[src/rtl/tc_word_assembler.sv]
// tc_word_assembler
//   Deserialises a serial bit stream (LSB first) into WIDTH-bit words for the
//   bit-transition counter. Each finished word is parked until Ready, then
//   presented on Data together with a one-cycle Load strobe.
//
//   Optional feature macro: PARITY_CHECK_EN
//     defined   -> frame is WIDTH+1 bits, the last bit is even parity over the
//                  whole frame; a bad frame is dropped with a Par_Err pulse.
//     undefined -> frame is WIDTH bits and Par_Err is tied low.
//
//   Delivery handshake: a finished word sits in HOLD; on any rising edge
//   where Ready=1 the word is copied to Data and Load is raised for exactly
//   the following cycle. Ready=0 stalls delivery by whole cycles and never
//   loses the word. Load carries no back-pressure of its own: the counter
//   must take Data in the cycle Load is high. Data only changes on the edge
//   that raises Load and is held otherwise.
module tc_word_assembler #(
    parameter int WIDTH = 10,
    parameter int CNT_W = 4
) (
    input  logic             CLK,
    input  logic             Clear,
    input  logic             Bit_In,
    input  logic             Bit_Valid,
    input  logic             Frame_Abort,
    input  logic             Ready,
    input  logic             Ovr_Clr,
    output logic [WIDTH-1:0] Data,
    output logic             Load,
    output logic             Busy,
    output logic             Overrun,
    output logic             Par_Err,
    output logic [1:0]       dbg_state
);

`ifdef PARITY_CHECK_EN
    localparam int FRAME = WIDTH + 1;
`else
    localparam int FRAME = WIDTH;
`endif

    // Bit-count value at which the incoming bit closes the frame.
    localparam logic [CNT_W-1:0] LAST_CNT = CNT_W'(FRAME - 1);
    localparam logic [CNT_W-1:0] ONE_CNT  = CNT_W'(1);

    typedef enum logic [1:0] {
        IDLE    = 2'd0,
        COLLECT = 2'd1,
        HOLD    = 2'd2
    } state_t;

    state_t           state;
    logic [WIDTH-1:0] shreg;
    logic [CNT_W-1:0] cnt;

    // Current FSM state, exported for checkers and debug visibility.
    assign dbg_state = state;

`ifdef PARITY_CHECK_EN
    // Even parity over the whole frame: the stored data bits plus the
    // parity bit arriving this cycle must XOR to zero.
    logic frame_bad;
    assign frame_bad = (^shreg) ^ Bit_In;
`else
    // Without parity checking there is never a frame error to report.
    assign Par_Err = 1'b0;
`endif

    // Main FSM: bit capture, word hand-off, abort, overrun and parity status.
    always_ff @(posedge CLK or posedge Clear) begin
        if (Clear) begin
            state   <= IDLE;
            shreg   <= '0;
            cnt     <= '0;
            Data    <= '0;
            Load    <= 1'b0;
            Busy    <= 1'b0;
            Overrun <= 1'b0;
`ifdef PARITY_CHECK_EN
            Par_Err <= 1'b0;
`endif
        end else begin
            // Strobes default low so they last exactly one cycle.
            Load <= 1'b0;
`ifdef PARITY_CHECK_EN
            Par_Err <= 1'b0;
`endif
            // Clear first; a set later in this block overrides it.
            if (Ovr_Clr) begin
                Overrun <= 1'b0;
            end

            case (state)
                IDLE: begin
                    if (Bit_Valid) begin
                        shreg[0] <= Bit_In;
                        cnt      <= ONE_CNT;
                        state    <= COLLECT;
                        Busy     <= 1'b1;
                    end
                end

                COLLECT: begin
                    if (Frame_Abort) begin
                        // Partial word discarded; a same-cycle bit is dropped
                        // silently and Data keeps the last delivered word.
                        cnt   <= '0;
                        state <= IDLE;
                        Busy  <= 1'b0;
                    end else if (Bit_Valid) begin
                        // A parity bit (cnt == WIDTH) is checked, not stored.
                        for (int i = 0; i < WIDTH; i++) begin
                            if (cnt == CNT_W'(i)) begin
                                shreg[i] <= Bit_In;
                            end
                        end
                        if (cnt == LAST_CNT) begin
                            cnt <= '0;
`ifdef PARITY_CHECK_EN
                            if (frame_bad) begin
                                Par_Err <= 1'b1;
                                state   <= IDLE;
                                Busy    <= 1'b0;
                            end else begin
                                state <= HOLD;
                            end
`else
                            state <= HOLD;
`endif
                        end else begin
                            cnt <= cnt + ONE_CNT;
                        end
                    end
                end

                HOLD: begin
                    if (Ready) begin
                        Data <= shreg;
                        Load <= 1'b1;
                        if (Bit_Valid) begin
                            // The delivering edge also starts the next word.
                            shreg[0] <= Bit_In;
                            cnt      <= ONE_CNT;
                            state    <= COLLECT;
                        end else begin
                            state <= IDLE;
                            Busy  <= 1'b0;
                        end
                    end else if (Bit_Valid) begin
                        // No room for this bit while the word waits.
                        Overrun <= 1'b1;
                    end
                end

                default: begin
                    cnt   <= '0;
                    state <= IDLE;
                    Busy  <= 1'b0;
                end
            endcase
        end
    end

endmodule

[config.mk]
export PLATFORM = sky130hd
export DESIGN_NAME = tc_word_assembler
export DESIGN_NICKNAME = d
export VERILOG_FILES = /design/src/rtl/tc_word_assembler.sv
export SDC_FILE = /design/constraint.sdc
export NUM_CORES = 1
export LEC_CHECK = 0
export ABC_AREA = 1
export CORE_AREA = 2 2 58 60
export CTS_CLUSTER_DIAMETER = 80
export CTS_CLUSTER_SIZE = 16
export DETAILED_ROUTE_END_ITERATION = 12
export DIE_AREA = 0 0 60 62
export PLACE_DENSITY_LB_ADDON = 0.15
export SYNTH_ARGS = -nofsm -noshare
export SYNTH_HDL_FRONTEND = slang
export SYNTH_SLANG_ARGS = --single-unit
[constraint.sdc]
create_clock -name CLK -period 1.1 [get_ports CLK]
set_input_delay 0.33 -clock CLK [delete_from_list [all_inputs] [get_ports CLK]]
set_output_delay 0.33 -clock CLK [all_outputs]
set_load 0.05 [all_outputs]
Word-level counts from Yosys, hierarchy flattened
Cells that the tools add are included.
- register bits after elaboration: 29
- output and inout bits: 16
- add/sub/neg operators: 1
- equality and inequality tests: 20
- multiplexer cells: 30
- bitwise gates (word level): 1
- reductions and logical operators: 17
- operators by type and width (cell ; number):
    AND reduction 4 bit ; 11
    two-way mux 4 bit ; 5
    equality test 4 x 3 -> 1 bit, second input constant ; 4
    two-way mux 1 bit ; 16
    != test 2 bit, second input constant ; 7
    case mux 4 bit (3 select lines) ; 1
    two-way mux 2 bit ; 5
    equality test 4 x 2 -> 1 bit, second input constant ; 2
    equality test 4 bit, second input constant ; 2
    != test 3 bit, second input constant ; 2
    case mux 1 bit (3 select lines) ; 2
    case mux 2 bit (3 select lines) ; 1
    AND reduction 5 bit ; 1
    adder 4 x 1 -> 4 bit, second input constant ; 1
    equality test 4 x 1 -> 1 bit, second input constant ; 1
    logical NOT 4 bit ; 1
    AND reduction 2 bit ; 2
    nonzero test 3 bit ; 1
    equality test 2 x 1 -> 1 bit, second input constant ; 1
    equality test 2 bit, second input constant ; 1
    logical NOT 2 bit ; 1
    NOT 1 bit ; 1

Longest topological paths before layout
- depth in word-level cells: 5
- depth in mapped cells: 8

Least setup slack after synthesis
No wires, ideal clock.
- path type: flip-flop to flip-flop
- from: reg state[0] (netlist: dbg_state[0])
- to: reg cnt[3]
- arrival time: 1.372 ns
- required time: 0.982 ns
- slack: -0.390 ns
- cell stages (with the launch flop): 9
- path buffers: 1
- clock period less this slack: 1.490 ns
- path through: dfrtp_1 > buf_4 > inv_2 > nand3_2 > nand2_1 > nor2_4 > nand2_1 > nand2_1 > nand2_1
- cells in the longest elaborated chain, start to end: 3
- RTL lines (element ; line ; source):
    start, declared ; 52 ; state_t state;
    start signal, assigned ; 72 ; state <= IDLE;
    start signal, assigned ; 98 ; state <= COLLECT;
    start signal, assigned ; 108 ; state <= IDLE;
    equality test 2 x 1 -> 1 bit / equality test 2 bit (equally long branches) ; 93 ; case (state)
    != test 3 bit (no source line) / != test 2 bit (equally long branches) ; - ;
    AND reduction 2 bit (no source line) ; - ;
    end signal, assigned ; 131 ; cnt <= cnt + ONE_CNT;
    end, declared ; 54 ; logic [CNT_W-1:0] cnt;
Several ways; a longest one is shown, not always the timed one.
A chain may end at the register's enable or synchronous reset.

Final worst setup path
- from: reg state[1] (netlist: dbg_state[1])
- to: out dbg_state[1]
- RTL lines (element ; line ; source):
    end, declared ; 33 ; output logic [1:0] dbg_state
No word-level cell between the ends.

==> results.md <==
* Peak VDD IR at between 1.5 and 2 mV
* Switching Power at 2.29 mW
* CTS H-tree depth at 2
* WP data required at 0.77 ns
* Ys async rst share at 100%
* Avg Inst Size Synth at 7.92 µm²
* Core Util, Final at 71.8%
* Worst hold-check path type: primary input to asynchronous set/reset pin
* R2r worst-path depth at 8
* Non-Filler Instances at 279
* Worst-path cell chain: buf_6 -> buf_12
* Clock-pin slew on the worst setup and hold paths at 0.09 ns
* Largest net degree at the start of global routing at 30
* Dpl cells at 254
* # fillers at 253
* Count leader, synth: nand2_1
* Max-slew violations at 0
* Clk_skew at 0.00471 ns
* Mapped Cells at 174
* Top_reg_cell synth: dfrtp_1
* Port Buffers at 21
* Placer congestion estimate at 0.942
* First-pass GRT wire length at 5610 µm
* Element type at the critical path end: output port
* Max-cap violations at 0
* Vias in the first global route at about 1200
* CORE AREA at 3180 µm²
* Source of the critical timing path: dbg_state[1]
* DR WL met3 at 146 µm
* Die W at 60 µm
* R2R Path Start: dbg_state[0]
* DR vias at 1337
* Initial antenna violation count at 0
* DR vias/cell at between 4 and 5
* Placed Area at a little under 2000 µm²
* Synth cell types at 23
* Top cells by area, synth: dfrtp_1, nand2_1, nor2_1
* Crit-path max FO at 2
* Clk_lat worst skew at between 0.3 and 0.4 ns
* CP peak stage delay at 0.43 ns
* Final instance area at 2280 µm²
* Row cnt at 21
* Drt total wl at 3620 µm
* Initial DRC count at 53
* Wire length on met2 at 1890 µm
* Clock root buffer master: clkbuf_4
* Area growth, synth to finish at 65.5%
* Switching share of total power at 43.7%
* Top routing layer in use: met4
* Failing checks: setup timing
* Flop pwr share at 30.7%
* Drt wl/cell at 13.0 µm
* Total gr overflow at 0
* Hold_buf cts at 0
* Largest area contributor in the netlist: dfrtp_1
* Logic pwr share at a little under three fifths
* EDFF count, synth at 0
* Clock power frac at 11.8%
* Seq cells post-synth at 29
* Initial core utilization at 43.4%
* Final Hold Slack at 0.338 ns
* CP Launch Type: flip-flop
* RSZ-0062 raised after global routing: true
* Tcrit/Tclk final at 122%
* CTS tree: yes
* Detailed Place HPWL at 2170 µm
* Synth cell count leaders: nand2_1, dfrtp_1, nor2_1
* Clk buf depth at 2
* R2R Path End: cnt[3]
* P_leak at 1.14 nW
* Remaining antenna violation count at 0
* Status: finished, violations left
* Drt pass-1 iters at 4
* Final-report hold violation count at 0
* Final setup margin at -0.241 ns
* Num CTS Buffers at 5
* Post-synth top area share at between 50% and 60%
* Arrival time worst endpoint at roughly 1.0 ns
* R2R setup slack at -0.16 ns
* Sequential share of the synthesized area at 52.6%
* Syn nets at around 180
* Die height at 62 µm
* Layout cells sized above 1 at 44.2%
* Shortest period the worst path allows at 1.34 ns
* Ant diodes at 0
* M1 wire length at 1470 µm
* Tot Pwr at 5.25 mW
* # setup viols final at 42
* Die area at 3720 µm²
* GRT Util Overall at a little over a fifth
* Synth Cell Area at 1380 µm²
* Residual DRC at 0
* Yosys warns at 0
* Internal power at roughly 3.0 mW
* PD cells at 2300 nW/µm²
* Fin nets at 239
* Slowest-stage cell, CP: dfrtp_2
* I/O pin count at 23
* Setup Crit Path Kind: flip-flop to output port
* Max Fclk at 0.746 GHz
* TritonCTS Sinks at 29
## layout by cell type, fill, tap and decap left out
master	n
nand2_1	42
dfrtp_1	26
buf_4	26
nand2_2	20
buf_12	16
nor2_1	15
inv_1	14
o21ai_1	8
nor2_4	5
nand3_1	5
clkbuf_4	5
clkdlybuf4s50_1	5
nand3_2	4
a21oi_1	4
o21ai_0	4
buf_6	4
nor2_2	3
dfrtp_2	3
inv_2	2
nand2_4	2
nand4_1	2
a21oi_2	2
clkinv_2	2
clkinv_8	1
nand2_8	1
inv_6	1
nand3_4	1
nor2_8	1
o22a_1	1
nor3_2	1
inv_8	1
a21oi_4	1
o22ai_2	1
nand3b_1	1
conb_1	1
clkbuf_1	1
dlygate4sd2_1	1
## metal layers
| metal | global-route usage, % | vias up |
|---|---|---|
| li1 | - | 667 |
| met1 | 25.2 | 622 |
| met4 | 12.4 | 0 |
| met5 | 0 | - |
| met3 | 6.21 | 15 |
| met2 | 33.4 | 33 |
## registers in the layout, summed over array words and instances (netlist names)
| name | count |
|---|---|
| Overrun | 1 |
| Busy | 1 |
| Load | 1 |
| dbg_state | 2 |
| shreg | 10 |
| cnt | 4 |
| Data | 10 |
## through the flow
stage	setup TNS (ns)	setup WS [ns]
after floorplan	-3.26	-0.180
after global placement	-10.80	-0.454
after detailed placement	-11.82	-0.517
after CTS	-5.52	-0.244
after global routing	-6.45	-0.266
final	-4.42	-0.241
## critical path, delay by kind of cell (launching register included)
| kind | cells | cell delay, ns |
|---|---|---|
| DFF | 1 | 0.43 |
| buffers and inverters | 2 | 0.25 |
## logic make-up after synthesis
kind of cell | share of synthesized area, %
simple gates | 32.5
flops | 52.6
buf+inv | 6.62
compound gates | 7.99
other cells | 0.272
## power groups by stage
| stage | Combinational, mW | Sequential (mW) | Clock, mW |
|---|---|---|---|
| 2_1_floorplan | 0.917 | 2.05 | 0 |
| 3_3_place_gp | 2.34 | 1.64 | 0 |
| 3_5_place_dp | 2.37 | 1.65 | 0 |
| 4_1_cts | 2.76 | 1.59 | 0.637 |
| 5_1_grt | 3.23 | 1.64 | 0.673 |
| 6_report | 3.02 | 1.61 | 0.619 |
## timing repair
| action | 4_1_cts | 5_1_grt |
|---|---|---|
| endpoints found under the hold margin | 0 | 0 |
| setup endpoints to repair | 39 | 44 |
| gates cloned | 2 | 0 |
| resized for setup | 30 | 21 |
| buffers inserted | 4 | 12 |
| pin swaps | 7 | 14 |
## worst max-delay path by stage
stage,endpoint,slack (ns)
CTS,dbg_state[0],-0.24
floorplan,cnt[3],-0.18
detailed placement,shreg[2],-0.52
finish,dbg_state[1],-0.24
global placement,cnt[3],-0.45
global route,dbg_state[0],-0.27
## layout make-up
| cell class | instances | area (µm²) | area share [%] |
|---|---|---|---|
| Clock buffer | 6 | 41.3 | 1.81 |
| Clock inverter | 2 | 10.0 | 0.439 |
| Inverter | 19 | 96.3 | 4.22 |
| Multi-Input combinational cell | 125 | 728 | 31.9 |
| Sequential cell | 29 | 729 | 32.0 |
| Tap cell | 46 | 57.6 | 2.52 |
| Timing Repair Buffer | 52 | 619 | 27.1 |
Power figures use the tool's default switching activity.
